===== src/rtl/alu_pkg.sv =====
// ALU operation encoding shared by decode, the operand stage and the execute ALU.
package alu_pkg;
   typedef enum logic [3:0] {
      ALU_ADD  = 4'd0,
      ALU_SUB  = 4'd1,
      ALU_AND  = 4'd2,
      ALU_OR   = 4'd3,
      ALU_XOR  = 4'd4,
      ALU_SLL  = 4'd5,
      ALU_SRL  = 4'd6,
      ALU_SRA  = 4'd7,
      ALU_SLT  = 4'd8,
      ALU_SLTU = 4'd9
   } alucontrol_t;
endpackage


===== src/rtl/exec_operand_stage_if.sv =====
// Decode-side, forwarding and execute-side signals of the ID/EX operand stage.
// slave = the stage itself, master = its surroundings (decode, MEM/WB, ALU).
interface exec_operand_stage_if #(parameter int XLEN = 32);
   import alu_pkg::*;

   logic            flush;
   logic            id_valid;
   logic            id_ready;
   logic [XLEN-1:0] id_pc;
   logic [XLEN-1:0] id_imm;
   logic [XLEN-1:0] id_rs1_data;
   logic [XLEN-1:0] id_rs2_data;
   logic [4:0]      id_rs1_addr;
   logic [4:0]      id_rs2_addr;
   logic [4:0]      id_rd_addr;
   logic            id_use_rs1;
   logic            id_use_rs2;
   logic            id_sel_pc_a;
   logic            id_sel_imm_b;
   alucontrol_t     id_alucontrol;

   logic            mem_fwd_valid;
   logic [4:0]      mem_fwd_rd;
   logic [XLEN-1:0] mem_fwd_data;
   logic            mem_fwd_busy;
   logic            wb_fwd_valid;
   logic [4:0]      wb_fwd_rd;
   logic [XLEN-1:0] wb_fwd_data;

   logic            ex_valid;
   logic            ex_ready;
   logic [XLEN-1:0] ex_in_a;
   logic [XLEN-1:0] ex_in_b;
   alucontrol_t     ex_alucontrol;
   logic [XLEN-1:0] ex_rs2_val;
   logic [4:0]      ex_rd_addr;
   logic [XLEN-1:0] ex_pc;

   modport slave (
      input  flush, id_valid, id_pc, id_imm, id_rs1_data, id_rs2_data,
             id_rs1_addr, id_rs2_addr, id_rd_addr, id_use_rs1, id_use_rs2,
             id_sel_pc_a, id_sel_imm_b, id_alucontrol,
             mem_fwd_valid, mem_fwd_rd, mem_fwd_data, mem_fwd_busy,
             wb_fwd_valid, wb_fwd_rd, wb_fwd_data, ex_ready,
      output id_ready, ex_valid, ex_in_a, ex_in_b, ex_alucontrol,
             ex_rs2_val, ex_rd_addr, ex_pc
   );

   modport master (
      output flush, id_valid, id_pc, id_imm, id_rs1_data, id_rs2_data,
             id_rs1_addr, id_rs2_addr, id_rd_addr, id_use_rs1, id_use_rs2,
             id_sel_pc_a, id_sel_imm_b, id_alucontrol,
             mem_fwd_valid, mem_fwd_rd, mem_fwd_data, mem_fwd_busy,
             wb_fwd_valid, wb_fwd_rd, wb_fwd_data, ex_ready,
      input  id_ready, ex_valid, ex_in_a, ex_in_b, ex_alucontrol,
             ex_rs2_val, ex_rd_addr, ex_pc
   );
endinterface


===== src/rtl/exec_operand_stage.sv =====
// ID/EX register feeding the ALU: 1-cycle latency, holds under ex_ready=0, stalls on load-use.
// Define EXEC_OPSTAGE_FWD_EN for MEM/WB forwarding; otherwise any MEM/WB match stalls until snooped.
module exec_operand_stage
   import alu_pkg::*;
#(
   parameter int XLEN = 32
) (
   input logic                clk,
   input logic                reset,
   exec_operand_stage_if.slave bus
);

   typedef struct packed {
      logic [XLEN-1:0] pc;
      logic [XLEN-1:0] imm;
      logic [4:0]      rs1_addr;
      logic [4:0]      rs2_addr;
      logic [4:0]      rd_addr;
      logic            use_rs1;
      logic            use_rs2;
      logic            sel_pc_a;
      logic            sel_imm_b;
      alucontrol_t     alucontrol;
   } instr_t;

   instr_t          ins_q;
   logic            held;
   logic [XLEN-1:0] rs1_q;
   logic [XLEN-1:0] rs2_q;

   logic            mem_hit1, mem_hit2, wb_hit1, wb_hit2;
   logic            hazard, ex_fire, capture;
   logic [XLEN-1:0] fwd1, fwd2;

   // x0 never matches a producer, so it is never forwarded, snooped or stalled on.
   assign mem_hit1 = bus.mem_fwd_valid && (bus.mem_fwd_rd == ins_q.rs1_addr) && (ins_q.rs1_addr != 5'd0);
   assign mem_hit2 = bus.mem_fwd_valid && (bus.mem_fwd_rd == ins_q.rs2_addr) && (ins_q.rs2_addr != 5'd0);
   assign wb_hit1  = bus.wb_fwd_valid  && (bus.wb_fwd_rd  == ins_q.rs1_addr) && (ins_q.rs1_addr != 5'd0);
   assign wb_hit2  = bus.wb_fwd_valid  && (bus.wb_fwd_rd  == ins_q.rs2_addr) && (ins_q.rs2_addr != 5'd0);

`ifdef EXEC_OPSTAGE_FWD_EN
   assign fwd1 = (ins_q.rs1_addr == 5'd0)         ? '0 :
                 (mem_hit1 && !bus.mem_fwd_busy)  ? bus.mem_fwd_data :
                 wb_hit1                          ? bus.wb_fwd_data : rs1_q;
   assign fwd2 = (ins_q.rs2_addr == 5'd0)         ? '0 :
                 (mem_hit2 && !bus.mem_fwd_busy)  ? bus.mem_fwd_data :
                 wb_hit2                          ? bus.wb_fwd_data : rs2_q;
   assign hazard = bus.mem_fwd_busy && ((ins_q.use_rs1 && mem_hit1) || (ins_q.use_rs2 && mem_hit2));
`else
   logic unused_fwd;
   assign unused_fwd = ^{bus.mem_fwd_busy, bus.mem_fwd_data};
   assign fwd1 = (ins_q.rs1_addr == 5'd0) ? '0 : rs1_q;
   assign fwd2 = (ins_q.rs2_addr == 5'd0) ? '0 : rs2_q;
   // Without a bypass, wait until the producer has left WB and been snooped.
   assign hazard = (ins_q.use_rs1 && (mem_hit1 || wb_hit1)) ||
                   (ins_q.use_rs2 && (mem_hit2 || wb_hit2));
`endif

   assign bus.ex_valid      = held && !hazard;
   assign ex_fire           = bus.ex_valid && bus.ex_ready;
   assign bus.id_ready      = !bus.flush && (!held || ex_fire);
   assign capture           = bus.id_valid && bus.id_ready;

   assign bus.ex_in_a       = ins_q.sel_pc_a  ? ins_q.pc  : fwd1;
   assign bus.ex_in_b       = ins_q.sel_imm_b ? ins_q.imm : fwd2;
   assign bus.ex_rs2_val    = fwd2;
   assign bus.ex_alucontrol = ins_q.alucontrol;
   assign bus.ex_rd_addr    = ins_q.rd_addr;
   assign bus.ex_pc         = ins_q.pc;

   always_ff @(posedge clk) begin
      if (reset) begin
         held  <= 1'b0;
         ins_q <= '0;
         rs1_q <= '0;
         rs2_q <= '0;
      end else if (bus.flush) begin
         held <= 1'b0;
      end else if (capture) begin
         held  <= 1'b1;
         ins_q <= '{pc:        bus.id_pc,
                    imm:       bus.id_imm,
                    rs1_addr:  bus.id_rs1_addr,
                    rs2_addr:  bus.id_rs2_addr,
                    rd_addr:   bus.id_rd_addr,
                    use_rs1:   bus.id_use_rs1,
                    use_rs2:   bus.id_use_rs2,
                    sel_pc_a:  bus.id_sel_pc_a,
                    sel_imm_b: bus.id_sel_imm_b,
                    alucontrol: bus.id_alucontrol};
         rs1_q <= bus.id_rs1_data;
         rs2_q <= bus.id_rs2_data;
      end else begin
         if (ex_fire) begin
            held <= 1'b0;
         end
         // Snoop keeps a held operand current once its producer retires from WB.
         if (held && wb_hit1) begin
            rs1_q <= bus.wb_fwd_data;
         end
         if (held && wb_hit2) begin
            rs2_q <= bus.wb_fwd_data;
         end
      end
   end

endmodule


===== src/flat_wrapper.sv =====
// flat-port wrapper written by rule: the top's interface ports become plain ports
module exec_operand_stage_flat import alu_pkg::*;
#(
   parameter int XLEN = 32
)
  (clk, reset, bus_flush, bus_id_valid, bus_id_pc, bus_id_imm, bus_id_rs1_data, bus_id_rs2_data, bus_id_rs1_addr, bus_id_rs2_addr, bus_id_rd_addr, bus_id_use_rs1, bus_id_use_rs2, bus_id_sel_pc_a, bus_id_sel_imm_b, bus_id_alucontrol, bus_mem_fwd_valid, bus_mem_fwd_rd, bus_mem_fwd_data, bus_mem_fwd_busy, bus_wb_fwd_valid, bus_wb_fwd_rd, bus_wb_fwd_data, bus_ex_ready, bus_id_ready, bus_ex_valid, bus_ex_in_a, bus_ex_in_b, bus_ex_alucontrol, bus_ex_rs2_val, bus_ex_rd_addr, bus_ex_pc);
  exec_operand_stage_if #(.XLEN(XLEN)) bus_i ();
  input logic clk;
  input logic reset;
  input wire logic [$bits(bus_i.flush)-1:0] bus_flush;
  input wire logic [$bits(bus_i.id_valid)-1:0] bus_id_valid;
  input wire logic [$bits(bus_i.id_pc)-1:0] bus_id_pc;
  input wire logic [$bits(bus_i.id_imm)-1:0] bus_id_imm;
  input wire logic [$bits(bus_i.id_rs1_data)-1:0] bus_id_rs1_data;
  input wire logic [$bits(bus_i.id_rs2_data)-1:0] bus_id_rs2_data;
  input wire logic [$bits(bus_i.id_rs1_addr)-1:0] bus_id_rs1_addr;
  input wire logic [$bits(bus_i.id_rs2_addr)-1:0] bus_id_rs2_addr;
  input wire logic [$bits(bus_i.id_rd_addr)-1:0] bus_id_rd_addr;
  input wire logic [$bits(bus_i.id_use_rs1)-1:0] bus_id_use_rs1;
  input wire logic [$bits(bus_i.id_use_rs2)-1:0] bus_id_use_rs2;
  input wire logic [$bits(bus_i.id_sel_pc_a)-1:0] bus_id_sel_pc_a;
  input wire logic [$bits(bus_i.id_sel_imm_b)-1:0] bus_id_sel_imm_b;
  input wire logic [$bits(bus_i.id_alucontrol)-1:0] bus_id_alucontrol;
  input wire logic [$bits(bus_i.mem_fwd_valid)-1:0] bus_mem_fwd_valid;
  input wire logic [$bits(bus_i.mem_fwd_rd)-1:0] bus_mem_fwd_rd;
  input wire logic [$bits(bus_i.mem_fwd_data)-1:0] bus_mem_fwd_data;
  input wire logic [$bits(bus_i.mem_fwd_busy)-1:0] bus_mem_fwd_busy;
  input wire logic [$bits(bus_i.wb_fwd_valid)-1:0] bus_wb_fwd_valid;
  input wire logic [$bits(bus_i.wb_fwd_rd)-1:0] bus_wb_fwd_rd;
  input wire logic [$bits(bus_i.wb_fwd_data)-1:0] bus_wb_fwd_data;
  input wire logic [$bits(bus_i.ex_ready)-1:0] bus_ex_ready;
  output wire logic [$bits(bus_i.id_ready)-1:0] bus_id_ready;
  output wire logic [$bits(bus_i.ex_valid)-1:0] bus_ex_valid;
  output wire logic [$bits(bus_i.ex_in_a)-1:0] bus_ex_in_a;
  output wire logic [$bits(bus_i.ex_in_b)-1:0] bus_ex_in_b;
  output wire logic [$bits(bus_i.ex_alucontrol)-1:0] bus_ex_alucontrol;
  output wire logic [$bits(bus_i.ex_rs2_val)-1:0] bus_ex_rs2_val;
  output wire logic [$bits(bus_i.ex_rd_addr)-1:0] bus_ex_rd_addr;
  output wire logic [$bits(bus_i.ex_pc)-1:0] bus_ex_pc;
  assign bus_i.flush = bus_flush;
  assign bus_i.id_valid = bus_id_valid;
  assign bus_i.id_pc = bus_id_pc;
  assign bus_i.id_imm = bus_id_imm;
  assign bus_i.id_rs1_data = bus_id_rs1_data;
  assign bus_i.id_rs2_data = bus_id_rs2_data;
  assign bus_i.id_rs1_addr = bus_id_rs1_addr;
  assign bus_i.id_rs2_addr = bus_id_rs2_addr;
  assign bus_i.id_rd_addr = bus_id_rd_addr;
  assign bus_i.id_use_rs1 = bus_id_use_rs1;
  assign bus_i.id_use_rs2 = bus_id_use_rs2;
  assign bus_i.id_sel_pc_a = bus_id_sel_pc_a;
  assign bus_i.id_sel_imm_b = bus_id_sel_imm_b;
  assign bus_i.id_alucontrol = bus_id_alucontrol;
  assign bus_i.mem_fwd_valid = bus_mem_fwd_valid;
  assign bus_i.mem_fwd_rd = bus_mem_fwd_rd;
  assign bus_i.mem_fwd_data = bus_mem_fwd_data;
  assign bus_i.mem_fwd_busy = bus_mem_fwd_busy;
  assign bus_i.wb_fwd_valid = bus_wb_fwd_valid;
  assign bus_i.wb_fwd_rd = bus_wb_fwd_rd;
  assign bus_i.wb_fwd_data = bus_wb_fwd_data;
  assign bus_i.ex_ready = bus_ex_ready;
  assign bus_id_ready = bus_i.id_ready;
  assign bus_ex_valid = bus_i.ex_valid;
  assign bus_ex_in_a = bus_i.ex_in_a;
  assign bus_ex_in_b = bus_i.ex_in_b;
  assign bus_ex_alucontrol = bus_i.ex_alucontrol;
  assign bus_ex_rs2_val = bus_i.ex_rs2_val;
  assign bus_ex_rd_addr = bus_i.ex_rd_addr;
  assign bus_ex_pc = bus_i.ex_pc;
  exec_operand_stage #(.XLEN(XLEN)) u_core (.clk(clk), .reset(reset), .bus(bus_i));
endmodule

===== config.mk =====
export PLATFORM = sky130hd
export DESIGN_NAME = exec_operand_stage_flat
export DESIGN_NICKNAME = d
export VERILOG_FILES = /design/src/rtl/alu_pkg.sv /design/src/rtl/exec_operand_stage_if.sv /design/src/rtl/exec_operand_stage.sv /design/src/flat_wrapper.sv
export SDC_FILE = /design/constraint.sdc
export NUM_CORES = 1
export LEC_CHECK = 0
export BUFFER_PORTS_ARGS = -buffer_cell sky130_fd_sc_hd__buf_4
export CORE_MARGIN = 3
export CORE_UTILIZATION = 45
export CTS_BUF_LIST = sky130_fd_sc_hd__clkbuf_4 sky130_fd_sc_hd__clkbuf_8
export DETAILED_ROUTE_END_ITERATION = 7
export PLACE_DENSITY = 0.79
export SLEW_MARGIN = 20
export SYNTH_ARGS = -nofsm -noshare
export SYNTH_HDL_FRONTEND = slang
export SYNTH_SLANG_ARGS = --single-unit

===== constraint.sdc =====
create_clock -name clk -period 2.35 [get_ports clk]
set_clock_uncertainty 0.15 [all_clocks]
set_input_delay 0.1175 -clock clk [delete_from_list [all_inputs] [get_ports clk]]
set_output_delay 0.1175 -clock clk [all_outputs]
set_load 0.03 [all_outputs]

==> impl_metrics.prom <==
# TYPE chip_impl_metric gauge
chip_impl_metric{name="detailroute.via_count",unit=""} 11436
chip_impl_metric{name="drc",unit=""} 0
chip_impl_metric{name="p_sw_share",unit="%"} 33.0
chip_impl_info{name="timing.critical_path.cells",value="buf_6 > xnor2_2 > nand4_1 > o2bb2a_4 > buf_6 > o221a_4 > buf_12 > buf_8 > o211ai_1 > a21oi_1"} 1
chip_impl_metric{name="setup_tns",unit="ns"} -19.80
chip_impl_metric{name="ys.warnings.count",unit=""} 0
chip_impl_metric{name="floorplan.die.width",unit="um"} 146
chip_impl_info{name="critPathCaptureType",value="register"} 1
chip_impl_info{name="cts_tree",value="yes"} 1
chip_impl_metric{name="netlist_instances",unit=""} 1031
chip_impl_metric{name="power.static_leakage",unit="nW"} 6.59
chip_impl_info{name="violations",value="setup timing"} 1
chip_impl_metric{name="period_minus_slack",unit="ns"} 2.63
chip_impl_metric{name="worst_r2r_path_depth",unit=""} 10
chip_impl_metric{name="slew_headroom",unit="%"} 50.2
chip_impl_metric{name="syn-num-nets",unit=""} 1264
chip_impl_metric{name="avgSynthCellArea",unit="sq um"} 8.56
chip_impl_metric{name="die_area",unit="sq um"} 21300
chip_impl_metric{name="critical-path-max-stage-delay",unit="ns"} 0.35
chip_impl_metric{name="max_freq",unit="GHz"} 0.380
chip_impl_metric{name="multi_input_area",unit="sq um"} 5510
chip_impl_metric{name="fin_crit_sh",unit="%"} 112
chip_impl_metric{name="postLayoutSetupSlackWorst",unit="ns"} -0.281
chip_impl_info{name="hp-class",value="in2reg"} 1
chip_impl_metric{name="io-pin-count",unit=""} 372
chip_impl_metric{name="grt_util_all_layers",unit="%"} 36.6
chip_impl_info{name="crit-reg2reg-capture",value="u_core.ins_q[49]"} 1
chip_impl_metric{name="p_per_area",unit="nW/um^2"} 486
chip_impl_metric{name="dp_hpwl",unit="um"} 23500
chip_impl_metric{name="clk_transition_reported_paths",unit="ns"} 0.09
chip_impl_metric{name="vdd.ir_drop.worst",unit="mV"} 0.407
chip_impl_info{name="worst_path_most_repeated_cell",value="buf_6"} 1
chip_impl_metric{name="syn2layout_area_growth",unit="%"} 73.5
chip_impl_metric{name="clock-sinks",unit=""} 152
chip_impl_metric{name="final-setup-viol-count",unit=""} 181
chip_impl_metric{name="total_switching_power",unit="W"} 0.00245
chip_impl_metric{name="gpl.final_weighted_congestion",unit=""} 0.934
chip_impl_metric{name="total_power",unit="W"} 0.00744
chip_impl_metric{name="power.sequential.fraction",unit="%"} 38.5
chip_impl_metric{name="worstPathMaxFanout",unit=""} 7
chip_impl_metric{name="layout.cell_area.non_filler",unit="sq um"} 15300
chip_impl_info{name="hold_path_end",value="u_core.ins_q[6]"} 1
chip_impl_metric{name="synth_cell_types",unit=""} 39
chip_impl_info{name="status",value="finished, violations left"} 1
chip_impl_metric{name="worst_slew_pin_slew",unit="ns"} 0.747
chip_impl_info{name="hp-start",value="bus_ex_ready"} 1
chip_impl_metric{name="cts-root-to-sink-buffers",unit=""} 2
chip_impl_metric{name="ctsHtreeMaxLevel",unit=""} 4
chip_impl_metric{name="combPwrFrac",unit="%"} 32.8
chip_impl_metric{name="vias_per_cell",unit=""} 6.42
chip_impl_metric{name="seq_area_frac_synth",unit="%"} 34.5
chip_impl_metric{name="postPlaceCellArea",unit="sq um"} 11600
chip_impl_metric{name="critical_path_required",unit="ns"} 2.51
chip_impl_metric{name="hold-worst-slack",unit="ns"} 0.118
chip_impl_metric{name="global_route.overflow_total",unit=""} 0
chip_impl_metric{name="placementRows",unit=""} 50
chip_impl_metric{name="number_of_design_rule_violations_left_by_the_first_detailed_router_iteration",unit=""} 1396
chip_impl_metric{name="grt_max_degree",unit=""} 89
chip_impl_metric{name="dieHeight",unit="um"} 146
chip_impl_metric{name="filler_cell_count",unit=""} 1150
chip_impl_metric{name="hold_viol_final",unit=""} 0
chip_impl_metric{name="internal_portion_of_total_power",unit="W"} 0.00499
chip_impl_info{name="critical_path.slowest_cell",value="dfxtp_2"} 1
chip_impl_metric{name="starting_density",unit="%"} 46.4
chip_impl_info{name="worst_setup_path_start_kind",value="register"} 1
chip_impl_metric{name="detail_route.wl_per_cell",unit="um"} 26.0
chip_impl_metric{name="drt_wl_total",unit="um"} 46300
chip_impl_metric{name="regArea",unit="sq um"} 3060
chip_impl_metric{name="final_core_utilization",unit="%"} 80.5
chip_impl_metric{name="worstPathBufferInverterCount",unit=""} 4
chip_impl_info{name="path_delay_family",value="compound AO/OA/AOI/OAI gates"} 1
chip_impl_metric{name="synth.cell_area",unit="sq um"} 8830
chip_impl_metric{name="portBuffers",unit=""} 338
chip_impl_info{name="setup.worst_path.class",value="reg2reg"} 1
chip_impl_metric{name="critical_path_arrival",unit="ns"} 2.79
chip_impl_metric{name="finalNetCount",unit=""} 1736
chip_impl_metric{name="grt_antenna_before_repair",unit=""} 4
chip_impl_metric{name="core_area",unit="sq um"} 19000
chip_impl_metric{name="post_route_cells_drive_above_1_share",unit="%"} 43.9
chip_impl_metric{name="final_antenna_net_count",unit=""} 0
chip_impl_info{name="unrepaired_setup_endpoints_after_global_routing",value="true"} 1
chip_impl_metric{name="wire_length_of_the_first_global_routing_pass",unit="um"} 62600
chip_impl_metric{name="timing.hold.worst_path_depth",unit=""} 4
chip_impl_metric{name="grt_pass1_vias",unit=""} 11003
chip_impl_metric{name="clkLatencyLatePin",unit="ns"} 0.47
chip_impl_metric{name="maxSlewViolCount",unit=""} 0
chip_impl_metric{name="r2r_slack",unit="ns"} -0.28
chip_impl_metric{name="drv_cap",unit=""} 0
chip_impl_info{name="worst_r2r_startpoint",value="u_core.ins_q[16]"} 1
chip_impl_metric{name="power.share.clock",unit="%"} 28.7
chip_impl_metric{name="detail_route.first_pass.iterations",unit=""} 6
chip_impl_metric{name="register_bit_count_reported_by_yosys",unit=""} 152
chip_impl_metric{name="cts_made_buffers",unit=""} 17
chip_impl_info{name="clock_tree.root_cell",value="clkbuf_8"} 1
## flip-flops by register name (all words and copies together) (netlist names)
register,cells
u_core.bus.ex_pc,32
u_core.held,1
u_core.rs2_q,32
u_core.rs1_q,32
u_core.bus.ex_alucontrol,4
u_core.bus.ex_rd_addr,5
u_core.ins_q,46
## worst reg2reg max path, stage by stage (launching register included)
cell,delay (ns)
dfxtp_2,0.35
buf_6,0.13
xnor2_2,0.19
nand4_1,0.19
o2bb2a_4,0.28
buf_6,0.13
o221a_4,0.34
buf_12,0.18
buf_8,0.14
o211ai_1,0.19
a21oi_1,0.18
## layout by cell type (no fill, tap or decap), types with 4 or more instances in the layout
cell type,netlist,routed
a21oi_1,119,118
a31o_2,32,32
and2_4,0,31
buf_12,0,23
buf_4,41,350
buf_6,0,51
buf_8,0,4
clkbuf_16,0,11
clkbuf_8,0,20
clkinv_2,0,4
clkinvlp_4,0,4
dfxtp_1,152,140
dfxtp_2,0,12
diode_2,0,4
dlygate4sd3_1,0,185
mux2_2,57,15
mux2_4,0,49
nand2_1,103,99
nor3_4,1,5
o211ai_1,87,87
o21ai_0,32,32
o311a_1,64,64
o31ai_1,87,81
o31ai_2,0,6
or4_1,32,28
or4_4,0,4
xnor2_1,16,4
xnor2_2,0,12
## synthesized netlist by cell type
cell type  number  area [sq um]
o31ai_1        87           653
o221a_2         1          11.3
dfxtp_1       152          3040
and2_1         33           206
nor2b_1         1          6.26
inv_2           1          3.75
nor2_1          4          15.0
mux2_2         57           642
xnor2_1        16           140
o2bb2a_4        1          20.0
o221ai_1        1          8.76
clkbuf_1      108           405
o211ai_1       87           653
and3_1          1          6.26
nand4_1         3          18.8
a41oi_1         1          8.76
nor3_2          1          10.0
and4_1          1          8.76
nor3_4          1          16.3
nand2_1       103           387
o311a_1        64           641
or4_1          32           240
a31o_2         32           280
xor2_1          4          35.0
nor4_4          1          21.3
clkinv_1        1          3.75
a21oi_1       119           596
mux2_1          7          78.8
o22ai_2         1          12.5
buf_1           6          22.5
buf_4          41           308
nand3_1         1          5.00
o21ai_0        32           160
nor4bb_1        1          10.0
nor3_1          5          25.0
buf_2          21           105
o22a_1          1          8.76
o22ai_1         1          6.26
nand2b_1        1          6.26
## worst max-delay path by stage
| stage | start | endpoint | slack (ns) | depth (start not counted) |
|---|---|---|---|---|
| 3_5_place_dp | u_core.ins_q[17] | u_core.ins_q[5] | -0.14 | 8 |
| 6_report | u_core.ins_q[16] | u_core.ins_q[49] | -0.28 | 10 |
| 4_1_cts | u_core.ins_q[16] | bus_id_ready | -0.1 | 8 |
| 3_3_place_gp | u_core.ins_q[16] | bus_id_ready | -0.09 | 8 |
| 2_1_floorplan | u_core.ins_q[16] | u_core.ins_q[39] | 0.08 | 9 |
| 5_1_grt | u_core.ins_q[16] | u_core.ins_q[51] | -0.36 | 10 |
## repair_timing
item	4_1_cts	5_1_grt
hold buffers	185	0
gates resized for setup	105	104
cloned	6	16
endpoints found under the hold margin	152	0
setup endpoints to repair	125	213
buffers inserted	12	16
pin swaps	17	27
## metrics by stage
| step | worst slack (ns) | std cells |
|---|---|---|
| 2_1_floorplan | 0.0774 | 1031 |
| 3_3_place_gp | -0.0940 | 1511 |
| 3_5_place_dp | -0.144 | 1511 |
| 4_1_cts | -0.0991 | 1745 |
| 5_1_grt | -0.356 | 1780 |
| 6_report | -0.281 | 1780 |
## routing by layer
layer  up-vias  global-route usage (%)  share of wire, %
li1       4852                       -                 -
met1      5373                    42.4                35
met2       950                    62.9                49
met3       261                    7.23               9.2
met4         0                    21.2               7.3
met5         -                       0                 0
## cell type report
cell class	instances	area share, %
clock inverter	11	0.800
tap	260	2.12
sequential	152	20.0
antenna	4	0.0653
timing repair buffer	629	39.1
clock buffer	21	1.85
multi-input combinational	701	36.0
inverter	2	0.0572
## power groups by stage
stage,clock network [W],logic [W],registers (W)
4_1_cts,0.00211,0.00216,0.00284
3_3_place_gp,0,0.00170,0.00288
6_report,0.00213,0.00244,0.00286
3_5_place_dp,0,0.00172,0.00289
2_1_floorplan,0,0.00101,0.00286
5_1_grt,0.00223,0.00253,0.00287
## cells by family after synthesis
logic type,share of synthesized area (%)
xor+xnor,1.98
simple gates,11.1
compound gates,34.7
buf+inv,9.61
flops,34.5
mux,8.16
No activity file was read; power rests on OpenSTA's default activity.
